**src/rtl/lsu_rmw.sv**
```systemverilog
// rtl/lsu_rmw.sv - RV64 load/store unit with read-modify-write for sub-doubleword stores
//
// Sits between the EX/MEM pipeline register and a 64-bit word-addressed data
// memory. Loads pick a byte lane and extend it. SD writes in one cycle. SB/SH/SW
// read the doubleword, stall one cycle, then write the merged word back.
//
// Ports:
//   clk, rst           clock, synchronous active-high reset
//   req_valid/req_we   operation present / 1 = store
//   req_funct3         RV64 size and signedness
//   req_addr           byte address
//   req_wdata          right-aligned store data
//   stall              combinational upstream hold for this cycle
//   mem_a/mem_wd/mem_we  doubleword index, write data, write enable to memory
//   mem_rd             combinational read data at mem_a
//   load_data/load_valid  registered load result and its one-cycle strobe
//   access_fault       registered one-cycle fault strobe

module lsu_rmw #(
    parameter int DEPTH = 1024,
    parameter int IDXW  = 10
) (
    input  logic        clk,
    input  logic        rst,
    input  logic        req_valid,
    input  logic        req_we,
    input  logic [2:0]  req_funct3,
    input  logic [63:0] req_addr,
    input  logic [63:0] req_wdata,
    output logic        stall,
    output logic [63:0] mem_a,
    output logic [63:0] mem_wd,
    output logic        mem_we,
    input  logic [63:0] mem_rd,
    output logic [63:0] load_data,
    output logic        load_valid,
    output logic        access_fault
);

    typedef enum logic {IDLE, WRITE} state_t;

    state_t            state_q;
    logic [63:0]       load_data_q;
    logic              load_valid_q;
    logic              fault_q;

    // Context latched on the accept cycle of a sub-doubleword store.
    logic [63:0]       rd_q;
    logic [63:0]       wdata_q;
    logic [IDXW-1:0]   idx_q;
    logic [2:0]        off_q;
    logic [1:0]        size_q;

    logic [2:0]        off;
    logic [IDXW-1:0]   idx;
    logic              misaligned;
    logic              out_of_range;
    logic              illegal;
    logic              fault;
    logic              accept;
    logic              is_sd;
    logic              is_rmw;
    logic [63:0]       lane;
    logic [63:0]       load_data_d;
    logic [7:0]        byte_en;
    logic [63:0]       bit_mask;
    logic [63:0]       wdata_sh;
    logic [63:0]       merged;

    assign off = req_addr[2:0];
    assign idx = req_addr[IDXW+2:3];

    always_comb begin
        misaligned = 1'b0;
        case (req_funct3[1:0])
            2'b01:   misaligned = off[0];
            2'b10:   misaligned = (off[1:0] != 2'b00);
            2'b11:   misaligned = (off != 3'b000);
            default: misaligned = 1'b0;
        endcase
    end

    assign out_of_range = (req_addr[63:3] >= 61'(DEPTH));
    assign illegal      = req_we ? req_funct3[2] : (req_funct3 == 3'b111);
    assign fault        = misaligned | out_of_range | illegal;
    assign accept       = (state_q == IDLE) && req_valid && !fault;
    assign is_sd        = req_we && (req_funct3 == 3'b011);
    // Only reached when not faulting, so funct3[2] is already known to be 0.
    assign is_rmw       = req_we && (req_funct3[1:0] != 2'b11);

    // Load path: move the addressed lane down to bit 0, then extend.
    assign lane = mem_rd >> {off, 3'b000};

    always_comb begin
        load_data_d = lane;
        case (req_funct3)
            3'b000:  load_data_d = {{56{lane[7]}},  lane[7:0]};
            3'b001:  load_data_d = {{48{lane[15]}}, lane[15:0]};
            3'b010:  load_data_d = {{32{lane[31]}}, lane[31:0]};
            3'b100:  load_data_d = {56'd0, lane[7:0]};
            3'b101:  load_data_d = {48'd0, lane[15:0]};
            3'b110:  load_data_d = {32'd0, lane[31:0]};
            default: load_data_d = lane;
        endcase
    end

    // Merge path: byte enables for the store size, shifted to the offset.
    // Alignment was enforced at accept, so the shift never spills past byte 7.
    always_comb begin
        case (size_q)
            2'b00:   byte_en = 8'h01;
            2'b01:   byte_en = 8'h03;
            2'b10:   byte_en = 8'h0F;
            default: byte_en = 8'hFF;
        endcase
        byte_en = byte_en << off_q;
        bit_mask = '0;
        for (int k = 0; k < 8; k++) begin
            bit_mask[8*k +: 8] = {8{byte_en[k]}};
        end
    end

    assign wdata_sh = wdata_q << {off_q, 3'b000};
    assign merged   = (rd_q & ~bit_mask) | (wdata_sh & bit_mask);

    always_comb begin
        mem_a = '0;
        mem_a[IDXW-1:0] = (state_q == WRITE) ? idx_q : idx;
    end

    assign mem_wd = (state_q == WRITE) ? merged : req_wdata;
    // rst gates the strobes so a reset landing on WRITE drops the partial store.
    assign mem_we = !rst && ((state_q == WRITE) || (accept && is_sd));
    assign stall  = !rst && accept && is_rmw;

    assign load_data    = load_data_q;
    assign load_valid   = load_valid_q;
    assign access_fault = fault_q;

    always_ff @(posedge clk) begin
        if (rst) begin
            state_q      <= IDLE;
            load_data_q  <= '0;
            load_valid_q <= 1'b0;
            fault_q      <= 1'b0;
        end else begin
            load_valid_q <= 1'b0;
            fault_q      <= 1'b0;
            case (state_q)
                IDLE: begin
                    if (req_valid) begin
                        if (fault) begin
                            fault_q <= 1'b1;
                        end else if (!req_we) begin
                            load_data_q  <= load_data_d;
                            load_valid_q <= 1'b1;
                        end else if (is_rmw) begin
                            rd_q    <= mem_rd;
                            wdata_q <= req_wdata;
                            idx_q   <= idx;
                            off_q   <= off;
                            size_q  <= req_funct3[1:0];
                            state_q <= WRITE;
                        end
                    end
                end
                WRITE: begin
                    state_q <= IDLE;
                end
                default: state_q <= IDLE;
            endcase
        end
    end

endmodule

```
**config.mk**
```make
export PLATFORM = sky130hd
export DESIGN_NAME = lsu_rmw
export DESIGN_NICKNAME = d
export VERILOG_FILES = /design/src/rtl/lsu_rmw.sv
export SDC_FILE = /design/constraint.sdc
export NUM_CORES = 1
export LEC_CHECK = 0
export CAP_MARGIN = 10
export CORE_MARGIN = 10
export CORE_UTILIZATION = 47
export DETAILED_ROUTE_END_ITERATION = 7
export PLACE_DENSITY_LB_ADDON = 0.08
export RECOVER_POWER = 25
export SLEW_MARGIN = 30
export SYNTH_ARGS = -nofsm -noshare
export SYNTH_HDL_FRONTEND = slang
export SYNTH_SLANG_ARGS = --single-unit
export TNS_END_PERCENT = 1
```
**constraint.sdc**
```tcl
create_clock -name clk -period 18.1 [get_ports clk]
set_input_delay 4.525 -clock clk [delete_from_list [all_inputs] [get_ports clk]]
set_output_delay 4.525 -clock clk [all_outputs]
set_load 0.005 [all_outputs]
```
# After elaboration in Yosys (flattened, before gate mapping)
# Cells that the tools add are included.
# totals
reg_bits,210
inputBits,199
# op_classes
magnitude_cmp,1
eq_ne,13
n_shift,3
n_mux,13
n_bitwise,11
reduce_logical,19
# op_table
op,count
64-bit one-hot mux with 6 select lines,1
64-bit bitwise AND,2
64-bit two-way mux,1
64-bit NOT,1
64-bit bitwise OR,1
64-bit by 6-bit left shift with 64-bit output,1
64-bit by 6-bit >> shifter with 64-bit output,1
61-bit by 11-bit greater-or-equal comparator with 1-bit output (second input constant),1
8-bit one-hot mux with 3 select lines,1
3-bit equality test (second input constant),4
10-bit two-way mux,1
1-bit logical AND,8
8-bit by 3-bit left shift with 8-bit output,1
1-bit two-way mux,7
2-bit equality test (second input constant),3
3-bit by 2-bit equality test with 1-bit output (second input constant),2
6-bit AND reduction,1
1-bit NOT,5
2-bit by 1-bit equality test with 1-bit output (second input constant),2
4-bit AND reduction,1
4-bit OR reduction,1
3-bit by 1-bit equality test with 1-bit output (second input constant),1
3-bit zero test,1
1-bit one-hot mux with 3 select lines,1
other kinds (9),11

# Depth between registers and ports, before layout
# logic_depth
ltp_word,9
depth_mapped,9

# Worst setup path after synthesis
# No wires, ideal clock.
# synth_path
path_type,input -> register
startpoint,input req_addr[16]
endpoint,register idx_q[0] (enable)
arrival_ns,15.685
required_ns,17.280
setup_slack_ns,1.595
cell_stages,5
cell_sequence,or4_1 a221o_1 nor4_1 nand3b_1 nor3_1
# synth_via
elab_chain_len,5
# synth_lines
element,line_no,text
from (decl),28,"input logic [63:0] req_addr,"
61-bit by 11-bit greater-or-equal comparator with 1-bit output,83,assign out_of_range = (req_addr[63:3] >= 61'(DEPTH));
1-bit bitwise OR (2 in series),85,assign fault = misaligned | out_of_range | illegal;
1-bit NOT (no line),--,
6-bit AND reduction (no line),--,
to (signal assigned),160,idx_q <= idx;
to (decl),50,logic [IDXW-1:0] idx_q;
# No other way between the ends.
# A chain may end at the register's enable or synchronous reset.

# Worst setup path in the final report
# layout_path
startpoint,input req_addr[2]
endpoint,output stall
# layout_via
elab_chain_len,8
# layout_lines
element,line_no,text
3-bit nonzero test,78,2'b11: misaligned = (off != 3'b000);
1-bit one-hot mux with 3 select lines,75,case (req_funct3[1:0])
1-bit bitwise OR (2 in series),85,
1-bit zero test,86,assign accept = (state_q == IDLE) && req_valid && !fault;
1-bit logical AND,86,
1-bit logical AND (2 in series),134,assign stall = !rst && accept && is_rmw;
to (decl),30,"output logic stall,"
# No other way between the ends.

==> flow_metrics.tcl <==
set metrics [dict create \
    outcome "finished clean" \
    slowest_stage "clkdlybuf4s50_1" \
    numPortBuffers 340 \
    synthCells 1090 \
    cp_data_arrival_time_ns 7.38 \
    vias 10400 \
    r2r_setup_slack_ns 15.76 \
    yosys_register_bits 210 \
    antenna_found_initial 9 \
    area_growth_pct 35.8 \
    final_common_cell "clkdlybuf4s50_1" \
    htree_levels 1 \
    drt-total-wl_mm 47.2 \
    max-slew-margin-rel_pct 37.1 \
    postRouteAntennaNets 0 \
    cap_viol_max_count 0 \
    leakage_nw 5.79 \
    yosys_warnings 0 \
    final_cell_mix "216 x clkdlybuf4s50_1, 143 x edfxtp_1, 123 x dlygate4sd3_1" \
    die_h_um 180 \
    period_share_pct 65.8 \
    critPathBufInv 3 \
    max-vdd-ir-drop_mv 0.0782 \
    fillers 2066 \
    gp_congestion 0.967 \
    grt_setup_unrepaired "no" \
    dpl_worst_slack_ns 6.20 \
    ys_seq_area_share_pct 47.1 \
    ios 395 \
    post-cts-setup-buffer-count 0 \
    dp_hpwl_mm 36.2 \
    drt_iter0_drc 1165 \
    cp_cell_sequence "clkdlybuf4s50_1 > a211o_1 > a221o_1 > nor4_2 > buf_4 > nand3b_1 > nor3_1 > clkdlybuf4s50_1" \
    clock_path_buffers 3 \
    cp_top_family "buffers and inverters" \
    dieArea_sq_um 32200 \
    numCtsBuffers 25 \
    cp_max_fo 14 \
    dp_cells 1690 \
    timing.hold.ws_ns 0.474 \
    min_path_cells 2 \
    rows 58 \
    hold_violations 0 \
    avgSynthCellArea_sq_um 11.0 \
    cts-resized-gates 0 \
    min_path_type "flip-flop to flip-flop" \
    grt_max_degree 84 \
    crit_type "input port to output port" \
    hold_buffers 0 \
    fp.coreArea_sq_um 25100 \
    nets 1587 \
    grt_overflow 0 \
    cts_num_sinks 210 \
    grt_pass1_wl_mm 69.0 \
    drv_slew 0 \
    worst_r2r_path_depth 6 \
    r2r-start "state_q" \
    clock.fmax_mhz 84.0 \
    worstHoldStart "load_data[5]" \
    cts-root-buf "clkbuf_16" \
    clk_latency_ns 0.54 \
    period_needed_ns 11.91 \
    synth_area_sq_um 12000 \
    synth.distinct_cells 52 \
    final.setup.tns_ns 0 \
    firstDrtPassIters 8 \
    slowest_delay_ns 0.71 \
    p_per_area_nw_per_um2 70.5 \
    stdcell_count 1745 \
    setup_viol 0 \
    initial_core_util_pct 47.7 \
    track_usage_pct 27.6 \
    startpoint_type "input port" \
    crit_top_cell "clkdlybuf4s50_1" \
    drc 0 \
    dieWidth_um 180 \
    viasPerCell 5.95 \
    grt_pass1_vias 10500 \
    cts_tree "done" \
    whs_endpoint "load_data[5]" \
    wl_per_cell_um 27.1 \
    clk_pin_slew_worst_paths_ns 0.06 \
    r2r_end "load_data[56]" \
    worstPathRequired_ns 13.57 \
    tightest_slew_ns 0.940 \
    setup_ws_ns 6.19 \
    drive_gt1_share_pct 12.3 \
    fin_worst_skew_ns 0.0204 \
    crit_path_end_kind "output port" \
]
==> layer usage <==
metal  global-route usage, %  part of all wire (%)  up-vias  wire length (um)
li1                        -                     -     4684                 -
met1                    34.1                    40     5114             18900
met2                    46.5                    49      507             23300
met3                    6.12                   7.3       77              3460
met4                    9.56                   3.3        4              1560
met5                       0                 0.057        -                27
==> cell usage after synthesis, drive strengths merged <==
master / number / area (sq um)
o22ai: 17 / 106
a21oi: 46 / 230
nand3: 9 / 45.0
a221o: 2 / 20.0
mux2i: 84 / 841
a221oi: 6 / 52.6
o211a: 1 / 10.0
nor3b: 1 / 7.51
edfxtp: 143 / 4290
conb: 1 / 3.75
o22a: 1 / 8.76
nand2b: 60 / 375
o21ai: 64 / 320
or4: 3 / 26.3
o221a: 2 / 22.5
and3b: 1 / 8.76
mux4: 23 / 518
or2: 4 / 25.0
dfxtp: 67 / 1340
a211o: 11 / 96.3
nand3b: 4 / 30.0
o21a: 2 / 15.0
and2: 6 / 37.5
nor3: 9 / 50.1
o2bb2ai: 33 / 289
or3: 1 / 6.26
nor4: 13 / 96.3
a2111oi: 1 / 15.0
a222oi: 8 / 80.1
inv: 5 / 18.8
nand4: 3 / 18.8
buf: 74 / 504
nand2: 52 / 195
nor2: 67 / 251
o31ai: 1 / 7.51
nor2b: 22 / 138
o211ai: 5 / 37.5
mux2: 71 / 800
clkbuf: 65 / 244
nor4b: 1 / 8.76
a21o: 8 / 60.1
a22oi: 73 / 548
a311oi: 8 / 70.1
a211oi: 12 / 95.1
==> registers in the layout, indices dropped and copies added (netlist names) <==
name,cells
load_data,64
rd_q,64
wdata_q,64
idx_q,10
off_q,3
size_q,2
access_fault,1
load_valid,1
state_q,1
==> cell type report <==
| type | instances | area [sq um] | share of cell area (%) |
|---|---|---|---|
| Antenna cell | 8 | 20.0 | 0.123 |
| Clock buffer | 32 | 707 | 4.35 |
| Clock inverter | 14 | 113 | 0.693 |
| Inverter | 5 | 18.8 | 0.115 |
| Multi-Input combinational cell | 789 | 5810 | 35.7 |
| Sequential cell | 210 | 5640 | 34.7 |
| Tap cell | 330 | 413 | 2.54 |
| Timing Repair Buffer | 357 | 3540 | 21.8 |
==> worst max path at each step <==
stage                 startpoint        to  slack, ns  cells after the start
floorplan           req_addr[16]  idx_q[0]       1.59                      5
global placement     req_addr[2]     stall       6.26                      8
detailed placement   req_addr[2]     stall       6.20                      8
CTS                  req_addr[2]     stall       6.20                      8
global route         req_addr[2]     stall       6.04                      8
finish               req_addr[2]     stall       6.19                      8
==> report_power, final <==
group          leakage, nW  total [mW]  switching (mW)  internal, mW
combinational         3.56       0.134          0.0627        0.0717
sequential            1.82       0.512       0.0000430         0.512
clock                0.405       0.500           0.208         0.292
==> kinds of logic after synthesis <==
| group | count (synthesis) | share of synthesized area (%) |
|---|---|---|
| AND/OR/NAND/NOR | 256 | 11.0 |
| AO/OA/AOI/OAI | 301 | 17.4 |
| flip-flops | 210 | 47.1 |
| multiplexers | 178 | 18.0 |
| other | 1 | 0.0313 |
| buffers and inverters | 144 | 6.41 |
==> worst reg2reg max path, cell delays in order, from the launching register on <==
cell and delay, ns:
dfxtp_2 0.31, nand2b_1 0.18, a211oi_2 0.59, o31ai_1 0.24
a2111oi_4 0.35, buf_4 0.38, a22oi_1 0.13
==> through the flow <==
stage,util [%],instance area (sq um),power (mW)
global route,64.7,16200,1.18
CTS,64.6,16200,1.16
finish,64.7,16300,1.15
global placement,61.2,15400,0.658
floorplan,-,12200,0.579
detailed placement,61.3,15400,0.659
No activity file was read; power rests on OpenSTA's default activity.
